--- src/rtl/switch_sched.sv ---
// Two-requester round-robin scheduler feeding the nibble-swizzle datapath.
// One operand pair in flight; the result is held in a valid/ready output buffer.
module switch_sched #(
    parameter int COUNT_W = 8
) (
    input  logic               clk,
    input  logic               rst_n,
    input  logic               a_valid,
    input  logic [7:0]         a_x,
    input  logic [7:0]         a_y,
    output logic               a_ready,
    input  logic               b_valid,
    input  logic [7:0]         b_x,
    input  logic [7:0]         b_y,
    output logic               b_ready,
    output logic               o_valid,
    output logic [15:0]        o_data,
    output logic               o_src,
    input  logic               o_ready,
    output logic [COUNT_W-1:0] a_count,
    output logic [COUNT_W-1:0] b_count,
    output logic               busy
);

    typedef enum logic [1:0] {
        IDLE    = 2'd0,
        COMPUTE = 2'd1,
        HOLD    = 2'd2
    } state_e;

    state_e             state_q, state_d;
    logic [7:0]         x_q, x_d;
    logic [7:0]         y_q, y_d;
    logic               src_q, src_d;
    logic [15:0]        o_data_q, o_data_d;
    logic               o_valid_q, o_valid_d;
    logic               o_src_q, o_src_d;
    logic [COUNT_W-1:0] a_count_q, a_count_d;
    logic [COUNT_W-1:0] b_count_q, b_count_d;
    logic               prio_q, prio_d;

    logic               grant_a;
    logic               grant_b;
    logic [15:0]        swz;

    always_comb begin
        if (x_q[7] == y_q[7]) begin
            swz = {y_q[3:0], x_q[3:0], y_q[7:4], x_q[7:4]};
        end else begin
            swz = {x_q[7:4], y_q[7:4], x_q[3:0], y_q[3:0]};
        end
    end

    // A lone valid wins outright; prio only breaks ties.
    always_comb begin
        grant_a = a_valid && (!b_valid || !prio_q);
        grant_b = b_valid && !grant_a;
    end

    always_comb begin
        state_d   = state_q;
        x_d       = x_q;
        y_d       = y_q;
        src_d     = src_q;
        o_data_d  = o_data_q;
        o_valid_d = o_valid_q;
        o_src_d   = o_src_q;
        a_count_d = a_count_q;
        b_count_d = b_count_q;
        prio_d    = prio_q;
        a_ready   = 1'b0;
        b_ready   = 1'b0;

        unique case (state_q)
            IDLE: begin
                if (grant_a || grant_b) begin
                    a_ready = rst_n && grant_a;
                    b_ready = rst_n && grant_b;
                    x_d     = grant_b ? b_x : a_x;
                    y_d     = grant_b ? b_y : a_y;
                    src_d   = grant_b;
                    state_d = COMPUTE;
                end
            end
            COMPUTE: begin
                o_data_d  = swz;
                o_src_d   = src_q;
                o_valid_d = 1'b1;
                state_d   = HOLD;
            end
            HOLD: begin
                if (o_ready) begin
                    o_valid_d = 1'b0;
                    if (o_src_q) begin
                        b_count_d = b_count_q + COUNT_W'(1);
                    end else begin
                        a_count_d = a_count_q + COUNT_W'(1);
                    end
                    prio_d  = ~o_src_q;
                    state_d = IDLE;
                end
            end
            default: begin
                state_d = IDLE;
            end
        endcase
    end

    always_ff @(posedge clk or negedge rst_n) begin
        if (!rst_n) begin
            state_q   <= IDLE;
            x_q       <= '0;
            y_q       <= '0;
            src_q     <= 1'b0;
            o_data_q  <= '0;
            o_valid_q <= 1'b0;
            o_src_q   <= 1'b0;
            a_count_q <= '0;
            b_count_q <= '0;
            prio_q    <= 1'b0;
        end else begin
            state_q   <= state_d;
            x_q       <= x_d;
            y_q       <= y_d;
            src_q     <= src_d;
            o_data_q  <= o_data_d;
            o_valid_q <= o_valid_d;
            o_src_q   <= o_src_d;
            a_count_q <= a_count_d;
            b_count_q <= b_count_d;
            prio_q    <= prio_d;
        end
    end

    assign o_valid = o_valid_q;
    assign o_data  = o_data_q;
    assign o_src   = o_src_q;
    assign a_count = a_count_q;
    assign b_count = b_count_q;
    assign busy    = (state_q != IDLE);

endmodule
--- config.mk ---
export PLATFORM = sky130hd
export DESIGN_NAME = switch_sched
export DESIGN_NICKNAME = d
export VERILOG_FILES = /design/src/rtl/switch_sched.sv
export SDC_FILE = /design/constraint.sdc
export NUM_CORES = 1
export LEC_CHECK = 0
export ABC_AREA = 0
export BUFFER_PORTS_ARGS = -buffer_cell sky130_fd_sc_hd__buf_2
export CORE_MARGIN = 1
export CORE_UTILIZATION = 25
export DETAILED_ROUTE_END_ITERATION = 8
export GPL_TIMING_DRIVEN = 0
export SLEW_MARGIN = 20
export SYNTH_ARGS = -nofsm -noshare
export SYNTH_HDL_FRONTEND = slang
export SYNTH_SLANG_ARGS = --single-unit
--- constraint.sdc ---
create_clock -name clk -period 3.7 [get_ports clk]
set_input_delay 0.74 -clock clk [delete_from_list [all_inputs] [get_ports clk]]
set_output_delay 0.74 -clock clk [all_outputs]
set_load 0.02 [all_outputs]
==> reports/qor.yml, run 1 <==
maxCapViolCount: 0
slew_headroom_pct: 53.13
nNetsFinal: 374
drive_above_1_share_pct: 32.44
ctsResizeCount: 0
yosys.area.top_type: "dfrtp_1"
wl_met2_um: 3102
cp_max_fo: 10
dp.cells: 464
wl_met3_um: 231
viasPerCell: 4.572
ant_nets: 0
p_leak_nw: 1.523
cp.required_ns: 2.96
dr.pass1.iters: 4
start_util_pct: 25.84
fill_cells: 1081
path_cells: "nor2_1 -> clkbuf_1 -> nand2_1 -> nor3_1 -> buf_2"
finalPower_w: 0.002731
end_kind: "output pin"
reg2reg_setup_slack_ns: 2.15
gp_congestion: 0.8081
min_period_over_period_pct: 70.76
hold_viol_final: 0
wirelength_met1_um: 3078
fin_util_pct: 31.96
clock_sinks: 54
synthTopCellsByCount: "54 x dfrtp_1, 25 x nand2_1, 19 x a21oi_1"
rsz0062_at_grt: "false"
slowest_delay_ns: 0.47
grt_max_degree: 57
io_buffers: 73
slew_viol_final: 0
yosysMostFrequentCell: "dfrtp_1"
cts_tree: "done"
cts_buffers: 5
path_clk_slew_ns: 0.10
max_freq_mhz: 381.9
start_kind: "flip-flop"
crit_path_top_delay_cell: "dfrtp_1"
synth_edf_count: 0
routed_wl_um: 6550
cts_setup_buffers: 0
ios: 74
vias: 2158
die_w_um: 105.3
area_delta_synth_final_pct: 23.69
maxUsedRoutingLayer: "met4"
grt_usage_pct: 12.20
rows: 37
crit_type: "flip-flop to output pin"
r2r_start: "prio_q"
setup_viol: 0
synth_seq_cells: 54
grt_pass1_wl_um: 10700
postSynth.asyncResetShare_pct: 100.0
synth_cell_type_count: 43
synthCells: 255
overflow: 0
avgSynthCellArea_um2: 10.46
synth_top_cell_area_share_pct: 50.66
grt_pass1_vias: 2195
finalSetupTns_ns: 0
layoutNonFillerInstCount: 472
cts_root_buf: "clkbuf_8"
dieArea_um2: 11090
yosys_warnings: 0
seq_area_frac_synth_pct: 50.66
die_h_um: 105.3
synth_flop_cell: "dfrtp_1"
min_period_ns: 2.618
diodes: 0
cts_max_level: 2
clk_latency_ns: 0.31
grt_antenna_before_repair: 0
synth_fp_nets: 294
crit_start: "state_q[0]"
power.density_nw_per_um2: 827.8
dp_hpwl_um: 4974
drcViolationCount: 0
netlist_top_cells_area: "dfrtp_1 51%, mux2i_1 4.5%, a31oi_2 4.2%, xnor2_1 3.9%, a21oi_1 3.6%"
drtIter0Drc: 50
cts_buffer_depth: 2
finalClockSkew_ns: 0.01226
holdBufCountCts: 0
ir_worst_vdd_uv: 285.1
avgRoutedWirePerCell_um: 13.88
hp-class: "input pin to async pin"
worst_pin_slew_ns: 0.7031
worstPathArrival_ns: 1.88
synth_area_um2: 2668
core_um2: 10320
outcome: "finished clean"
## power breakdown
part / total [W] / switching, W / internal [W] / leakage, nW
Combinational: 0.00134 / 0.000779 / 0.000557 / 0.822
Sequential: 0.00105 / 0.000210 / 0.000839 / 0.657
Clock: 0.000347 / 0.000209 / 0.000137 / 0.0447
## final timing paths
check,end,depth (start not counted)
min in group clk,a_count[7],1
min,b_count[4],1
min reg2reg,a_count[7],1
max in group asynchronous,state_q[1],1
max,b_ready,5
max reg2reg,y_q[3],4
## metrics by stage
stage | cell area [um2] | hold WS, ns | worst slack, ns
after floorplan | 2668 | 0.4444 | 1.269
after global placement | 3203 | 0.4504 | 0.6805
after detailed placement | 3206 | 0.4647 | 1.124
after CTS | 3299 | 0.4890 | 1.064
after global routing | 3299 | 0.5180 | 0.8793
final | 3299 | 0.4692 | 1.082
## routing by layer
metal / vias to the layer above / GRT usage, %
met3: 10 / 2.288
met2: 46 / 20.11
met5: - / 0
li1: 1069 / -
met4: 0 / 4.326
met1: 1033 / 15.95
## cell usage in the layout (no fill, tap or decap), types with 2 or more instances in the layout
cell type / n
dfrtp_1: 54
inv_1: 4
clkbuf_1: 6
xnor2_1: 12
a21oi_1: 19
nand2b_1: 3
nand3_1: 18
buf_4: 3
o21ai_0: 18
mux2i_1: 12
ha_1: 2
buf_2: 80
buf_6: 3
xor2_1: 2
nand4_1: 7
and4_1: 2
a31oi_2: 9
clkbuf_8: 5
o21ai_1: 12
and3_1: 2
nand2_1: 25
nor2_1: 5
a31oi_1: 7
mux2_1: 2
o31ai_1: 2
## area by class of cell
class	instances	area [um2]	area share, %
Sequential cell	54	1351	40.96
Buffer	20	115.1	3.489
Clock buffer	5	68.82	2.086
Inverter	5	18.77	0.5688
Clock inverter	3	25.02	0.7584
Timing Repair Buffer	73	367.9	11.15
Multi-Input combinational cell	176	1182	35.84
Tap cell	136	170.2	5.157
## worst max-delay path: cells and delay by family, from the launching register on
family,cells,cell delay [ns]
buffers and inverters,2,0.61
AND/OR/NAND/NOR,3,0.49
flip-flops,1,0.47
## logic make-up after synthesis
logic type               share of synthesized area, %
AND/OR/NAND/NOR                                 13.65
flip-flops                                      50.66
adder cells (fa/ha/maj)                         1.313
buffers and inverters                           5.018
AO/OA/AOI/OAI                                   16.93
XOR/XNOR                                        6.661
multiplexers                                    5.769
## sequential cells by signal, indices dropped and copies added, names as in the netlist
| name | flops |
|---|---|
| a_count | 8 |
| b_count | 8 |
| o_data | 16 |
| o_src | 1 |
| o_valid | 1 |
| prio_q | 1 |
| src_q | 1 |
| state_q | 2 |
| x_q | 8 |
| y_q | 8 |
(Power assumes the default switching activity.)
==> run 2, diff against run 1 <==
ABC_AREA = 1   (was 0)
clock period = 2.7 ns   (was 3.7 ns; I/O delays follow)
==> reports/qor.yml, run 2 <==
die_w_um: 106.9
cts_buffers: 5
fill_cells: 1144
largest_reg_flops: 16
yosysMostFrequentCell: "nand2_1"
final_common_cell: "nand2_1"
overflow: 0
power.density_nw_per_um2: 1089
gp_congestion: 0.8190
grt_antenna_before_repair: 0
worstPathArrival_ns: 1.69
netlist_top_cells_area: "dfrtp_1 49%, nand2_1 19%, inv_1 7.0%, nor2_1 4.2%, nand3_1 3.1%"
end_kind: "output pin"
p_leak_nw: 1.915
synth_top_cell_area_share_pct: 49.09
postSynth.asyncResetShare_pct: 100.0
grt_max_degree: 56
dp.cells: 568
r2r_start: "state_q[1]"
grt_usage_pct: 12.33
max_freq_mhz: 447.8
multi_input_area_um2: 1119
drive_above_1_share_pct: 25.00
avgRoutedWirePerCell_um: 11.26
vias: 2362
start_kind: "flip-flop"
reg2reg_setup_slack_ns: 1.30
layout_common_cells: "139 x nand2_1, 77 x buf_2, 54 x dfrtp_1"
start_util_pct: 26.19
rows: 37
seq_area_frac_synth_pct: 49.09
slowest_delay_ns: 0.42
grt_pass1_vias: 2346
ir_worst_vdd_uv: 320.7
crit_type: "flip-flop to output pin"
avgSynthCellArea_um2: 7.668
ctsResizeCount: 0
cts_buffer_depth: 2
yosys.area.top_type: "dfrtp_1"
dieArea_um2: 11430
cts_tree: "done"
synth_seq_cells: 54
cp_max_fo: 10
holdBufCountCts: 0
hp-class: "input pin to async pin"
area_delta_synth_final_pct: 23.50
core_um2: 10510
setup_viol: 0
synthTopCellsByCount: "139 x nand2_1, 54 x dfrtp_1, 51 x inv_1"
rsz0062_at_grt: "false"
r2r-end: "o_data[10]"
viasPerCell: 4.101
drcViolationCount: 0
cts_setup_buffers: 0
min_period_ns: 2.233
diodes: 0
finalClockSkew_ns: 0.006104
yosys_warnings: 0
crit_path_frequent_cell: "buf_2"
hold_viol_final: 0
path_cells: "o21ai_2 -> buf_2 -> nand2_4 -> nor2_1 -> buf_2"
path_clk_slew_ns: 0.10
grt_pass1_wl_um: 10980
min_period_over_period_pct: 82.71
ios: 74
synth_edf_count: 0
die_h_um: 106.9
nNetsFinal: 478
slew_headroom_pct: 53.45
crit_start: "prio_q"
dp_hpwl_um: 5002
synth_cell_type_count: 27
regArea_um2: 1351
drtIter0Drc: 105
ant_nets: 0
synth_fp_nets: 398
synth_area_um2: 2753
finalSetupTns_ns: 0
layoutNonFillerInstCount: 576
r2r_cells: 5
clk_latency_ns: 0.32
outcome: "finished clean"
routed_wl_um: 6486
synth_flop_cell: "dfrtp_1"
crit_path_top_delay_cell: "dfrtp_1"
cts_max_level: 2
cp.required_ns: 2.16
synthCells: 359
worst_pin_slew_ns: 0.6982
cts_root_buf: "clkbuf_8"
maxCapViolCount: 0
io_buffers: 73
dr.pass1.iters: 4
clock_sinks: 54
slew_viol_final: 0
==> run 2: worst max-delay path by stage <==
| stage | endpoint | slack, ns | depth (start not counted) |
|---|---|---|---|
| final | a_ready | 0.47 | 5 |
| after global routing | b_ready | 0.33 | 4 |
| after CTS | a_ready | 0.44 | 5 |
| after detailed placement | b_ready | 0.47 | 4 |
| after global placement | b_ready | 0.07 | 4 |
| after floorplan | a_ready | 0.82 | 5 |
==> run 2: metrics by stage <==
| step | total power [W] | setup WS, ns | area [um2] | util, % | hold WS, ns |
|---|---|---|---|---|---|
| floorplan | 0.002653 | 0.8206 | 2753 | - | 0.2444 |
| global placement | 0.003145 | 0.07382 | 3288 | 31.29 | 0.4626 |
| detailed placement | 0.003203 | 0.4650 | 3291 | 31.31 | 0.4629 |
| CTS | 0.003762 | 0.4393 | 3400 | 32.35 | 0.2902 |
| global route | 0.004051 | 0.3327 | 3400 | 32.35 | 0.3144 |
| finish | 0.003703 | 0.4667 | 3400 | 32.35 | 0.2486 |
==> run 2: layout make-up <==
type	count	area share [%]
Multi-Input combinational cell	240	32.90
Tap cell	136	5.006
Clock buffer	5	2.024
Inverter	55	6.146
Clock inverter	3	1.178
Buffer	10	2.172
Sequential cell	54	39.75
Timing Repair Buffer	73	10.82
==> run 2: logic make-up (layout without fill, tap and decap cells) <==
family | after synthesis | in the layout | share of synthesized area (%)
buffers and inverters | 65 | 146 | 10.27
flip-flops | 54 | 54 | 49.09
adder cells (fa/ha/maj) | 2 | 2 | 0.9089
AND/OR/NAND/NOR | 198 | 198 | 30.27
AO/OA/AOI/OAI | 33 | 33 | 7.228
XOR/XNOR | 7 | 7 | 2.227
==> run 2: power breakdown <==
part,internal (W),switching (W),leakage (nW)
clock,0.000273,0.000268,0.0579
combinational,0.000622,0.00115,1.19
sequential,0.00115,0.000247,0.663
==> run 2: worst max-delay path: cells and delay by family, from the launching register on <==
kind                   cells  cell delay [ns]
AOI/OAI and AO/OA          1             0.30
and+or+nand+nor            2             0.17
DFF                        1             0.42
buffers and inverters      2             0.49
==> run 2: layer usage <==
| layer | global-route usage (%) | share of wire [%] |
|---|---|---|
| met1 | 15.78 | 47 |
| met2 | 19.22 | 45 |
| met3 | 3.587 | 5.1 |
| met4 | 5.479 | 2.3 |
| met5 | 0 | 0 |
